## src/rtl/req_capture_4.sv

```systemverilog
// Four-channel request capture: synchronise, rising-edge detect, hold sticky
// pending bits until acknowledged by pcode, and flag events lost while pending.
module req_capture_4 #(
   parameter int SYNC_STAGES = 2
) (
   input  logic       clk,
   input  logic       rst,
   input  logic [4:1] req_in,
   input  logic [4:1] enable,
   input  logic       ack,
   input  logic [2:0] ack_code,
   input  logic       ovf_clr,
   output logic [4:1] x,
   output logic       irq,
   output logic [4:1] overflow
);

   logic [4:1] sync [1:SYNC_STAGES];
   logic [4:1] prev;
   logic [4:1] pending;
   logic [4:1] ovf;
   logic [4:1] edge_det;
   logic [4:1] clr;
   logic [4:1] pending_nxt;
   logic [4:1] ovf_nxt;

   always_comb begin
      // NOTE: every variable gets a default before any conditional logic, so
      // no path can leave one unassigned and infer a latch.
      clr = '0;
      for (int n = 1; n <= 4; n++) begin
         clr[n] = ack && (ack_code == 3'(n));
      end
      edge_det    = sync[SYNC_STAGES] & ~prev & enable;
      // A new edge beats a same-cycle clear: the old event is consumed, the new one kept.
      pending_nxt = edge_det | (pending & ~clr);
      // A fresh overflow beats ovf_clr; a same-cycle clear of the channel means nothing was lost.
      ovf_nxt     = (edge_det & pending & ~clr) | (ovf & {4{~ovf_clr}});
   end

   always_ff @(posedge clk or posedge rst) begin
      if (rst) begin
         // NOTE: the synchroniser array is reset too, so in-flight samples are
         // discarded and a request held through reset yields exactly one event.
         for (int i = 1; i <= SYNC_STAGES; i++) begin
            sync[i] <= '0;
         end
         prev    <= '0;
         pending <= '0;
         ovf     <= '0;
      end else begin
         // NOTE: non-blocking so each stage takes its neighbour's pre-edge
         // value; blocking here would collapse the chain into one flop.
         sync[1] <= req_in;
         for (int i = 2; i <= SYNC_STAGES; i++) begin
            sync[i] <= sync[i-1];
         end
         prev    <= sync[SYNC_STAGES];
         pending <= pending_nxt;
         ovf     <= ovf_nxt;
      end
   end

   assign x        = pending;
   assign irq      = |pending;
   assign overflow = ovf;

endmodule

```

## config.mk

```make
export PLATFORM = sky130hd
export DESIGN_NAME = req_capture_4
export DESIGN_NICKNAME = d
export VERILOG_FILES = /design/src/rtl/req_capture_4.sv
export SDC_FILE = /design/constraint.sdc
export NUM_CORES = 1
export LEC_CHECK = 0
export CAP_MARGIN = 40
export CORE_ASPECT_RATIO = 1.5
export CORE_MARGIN = 3
export CORE_UTILIZATION = 30
export DETAILED_ROUTE_END_ITERATION = 8
export PLACE_DENSITY = 0.56
export SLEW_MARGIN = 20
export SYNTH_ARGS = -nofsm -noshare
export SYNTH_HDL_FRONTEND = slang
export SYNTH_SLANG_ARGS = --single-unit
```

## constraint.sdc

```tcl
create_clock -name clk -period 1.5 [get_ports clk]
set_input_delay 0.15 -clock clk [delete_from_list [all_inputs] [get_ports clk]]
set_output_delay 0.15 -clock clk [all_outputs]
set_load 0.02 [all_outputs]
```

==> results.toml <==
[worst_setup_path]
ff2ff_setup_slack_ns = 0.72
critPathTopFamily = "buffers and inverters"
timing.critical_path.slowest_stage_cell = "sky130_fd_sc_hd__clkdlybuf4s50_1"
critical_path_class = "register to output pin"
critPathLaunchType = "register"
slowest_delay_ns = 0.61
critPathBufInv = 1
worstPathCellList = "clkdlybuf4s50_1"
crit_path_max_fanout = 3
rr_startpoint = "prev[2]"
worst-r2r-cell-count = 2
endpoint_kind = "output pin"
crit_path_start = "x[3]"
worstReg2RegEnd = "overflow[2]"
critical_path_arrival_ns = 1.27
worstPathRequired_ns = 1.35

[finish]
final-seq-area_sq_um = 500.5
num_antenna_cells = 0
nFillCells = 218
layout-area-overhead-vs-synth_pct = 40.35
layout.nets = 94
finish.cell_count_without_fillers = 100
drive_above_1_share_pct = 11.69
multi_input_area_sq_um = 185.2
final_util_pct = 44.68

[yosys]
synth_ff_type = "sky130_fd_sc_hd__dfrtp_1"
synth_enable_flop_cells = 0
synth_common_cells = "sky130_fd_sc_hd__dfrtp_1 (20), sky130_fd_sc_hd__inv_1 (9), sky130_fd_sc_hd__o22ai_2 (5)"
synthesis.area_sq_um = 719.4
synth-seq-cells = 20
ys_seq_area_share_pct = 69.57
post-synth-top-count-cell = "sky130_fd_sc_hd__dfrtp_1"
instance_count_of_the_mapped_netlist = 50
synth-async-reset-ratio_pct = 100.0
synth.largest_area_cell = "sky130_fd_sc_hd__dfrtp_1"
yosys_warnings = 0
syn_area_per_cell_sq_um = 14.39
synth_largest_type_area_fraction_pct = 69.57
unique_masters_post_synth = 9
yosys-top-cells-area = "sky130_fd_sc_hd__dfrtp_1 (70%), sky130_fd_sc_hd__o22ai_2 (8.7%), sky130_fd_sc_hd__and4bb_1 (5.2%), sky130_fd_sc_hd__nand4b_1 (4.9%), sky130_fd_sc_hd__inv_1 (4.7%)"
synth.net_count = 65

[placed_design]
gpl.final_weighted_congestion = 0.7101
pre_cts_slack_ns = 0.2190
placed_cells = 97
hpwlAfterDp_microns = 1073
portBuffers = 23

[grt]
first_global_vias = 525
grt.total_usage_pct = 9.924
grt_antenna_before_repair = 0
congestion_overflow_gr = 0
grt_max_degree = 21
grt_first_pass_wirelength_microns = 2159

[die]
fp.dieH_microns = 65.98
fp-row-count = 21
initial_core_util_pct = 31.84
i_o_pins = 24
die-width_microns = 45.99
die_area_sq_um = 3034
placeableCoreArea_sq_um = 2260

[power]
ir_drop_mv = 0.4548
cellPowerDensity_nw_per_um2 = 1025
power_leakage_nw = 0.4515

[clock_tree]
cts_hold_repair.buffers = 0
clk_path_buf_depth = 2
cts_tree = "done"
cts-buffers-inserted = 3
clk_pin_slew_worst_paths_ns = 0.10
ctsHtreeMaxLevel = 1
cts.root.buffer_cell = "sky130_fd_sc_hd__clkbuf_4"
clk_latency_ns = 0.28
cts_num_sinks = 20

[timing]
max_clock_freq_mhz = 702.4
slew_viol_final = 0
hold_viol_final = 0
final_critical_path_setup_slack_ns = 0.07636
setup-tns-final_ns = 0
rsz0062_at_grt = "false"
fin_crit_share_pct = 94.91
finalCriticalPeriod_ns = 1.424
setup-violations-final = 0
slew-limit-headroom_pct = 83.80
max_slew.worst_pin.slew_ns = 0.2430
clock_skew_ns = 0.004671

[detailed_routing]
ant_nets = 0
vias_per_cell = 4.900
drt_iter0_markers = 10
detail_route.first_pass.iterations = 3
routedWlPerCell_microns = 13.26
drc_errors = 0
wirelength_microns = 1326
num_vias = 490

[run]
timing.max_cap.violations = 0

[worst_hold_path]
min-delay-path-class = "input port to async pin"

[run_status]
run_status = "finished clean"
## placed cells by master, fill, tap and decap left out, types with 3 or more instances in the layout
cell,netlist,layout
sky130_fd_sc_hd__clkdlybuf4s50_1,0,21
sky130_fd_sc_hd__dfrtp_1,20,20
sky130_fd_sc_hd__inv_1,9,9
sky130_fd_sc_hd__o22ai_2,5,5
sky130_fd_sc_hd__nand4b_1,4,4
sky130_fd_sc_hd__nand2_1,4,4
sky130_fd_sc_hd__and4bb_1,3,3
sky130_fd_sc_hd__o22ai_1,3,3
sky130_fd_sc_hd__clkbuf_4,0,3
## cell families after synthesis
group,count (synthesis),share of synthesized area (%)
AOI/OAI and AO/OA,8,11.30
buffers and inverters,9,4.695
DFF,20,69.57
and+or+nand+nor,13,14.43
## worst max path at each step
stage                end  slack (ns)  cells past startpoint
CTS                 x[4]        0.03                      1
detailed placement   irq        0.22                      3
floorplan            irq        0.56                      2
finish              x[3]        0.08                      1
global placement     irq        0.23                      3
global route        x[3]       0.002                      1
## stage by stage
step                cell area [sq um]  total power, W  hold WS, ns
finish                           1010        0.001035       0.1728
global route                     1010        0.001105       0.1953
CTS                              1007        0.001059       0.1669
detailed placement              985.9       0.0008243       0.3363
global placement                985.9       0.0008202       0.3322
floorplan                       719.4       0.0007091       0.1138
## sequential cells by signal, summed over array words and instances (netlist names)
signal    count
x             4
sync          8
overflow      4
prev          4
## power by group
| group | total (W) | leakage [nW] | switching, W | internal [W] |
|---|---|---|---|---|
| sequential | 0.000606 | 0.235 | 0.0000251 | 0.000581 |
| combinational | 0.000203 | 0.203 | 0.0000925 | 0.000110 |
| clock | 0.000226 | 0.0138 | 0.000133 | 0.0000931 |
## layout make-up
class                   count  area share (%)
clock buffers               3           2.230
inverters                   9           3.346
multi-input cells          21           18.34
flip-flops and latches     20           49.57
well taps                  23           2.850
repair buffers             24           23.67
## repair_timing
item | 4_1_cts | 5_1_grt
resized for setup | 1 | 1
buffers inserted | 0 | 0
setup endpoints to repair | 1 | 1
## metal layers
metal	vias to the layer above	wire, microns	track usage, %
li1	232	-	-
met4	0	13	5.338
met5	-	0	0
met2	20	657	17.41
met1	236	535	10.16
met3	2	120	2.452
Note: power is estimated with default switching activity, not from simulation.
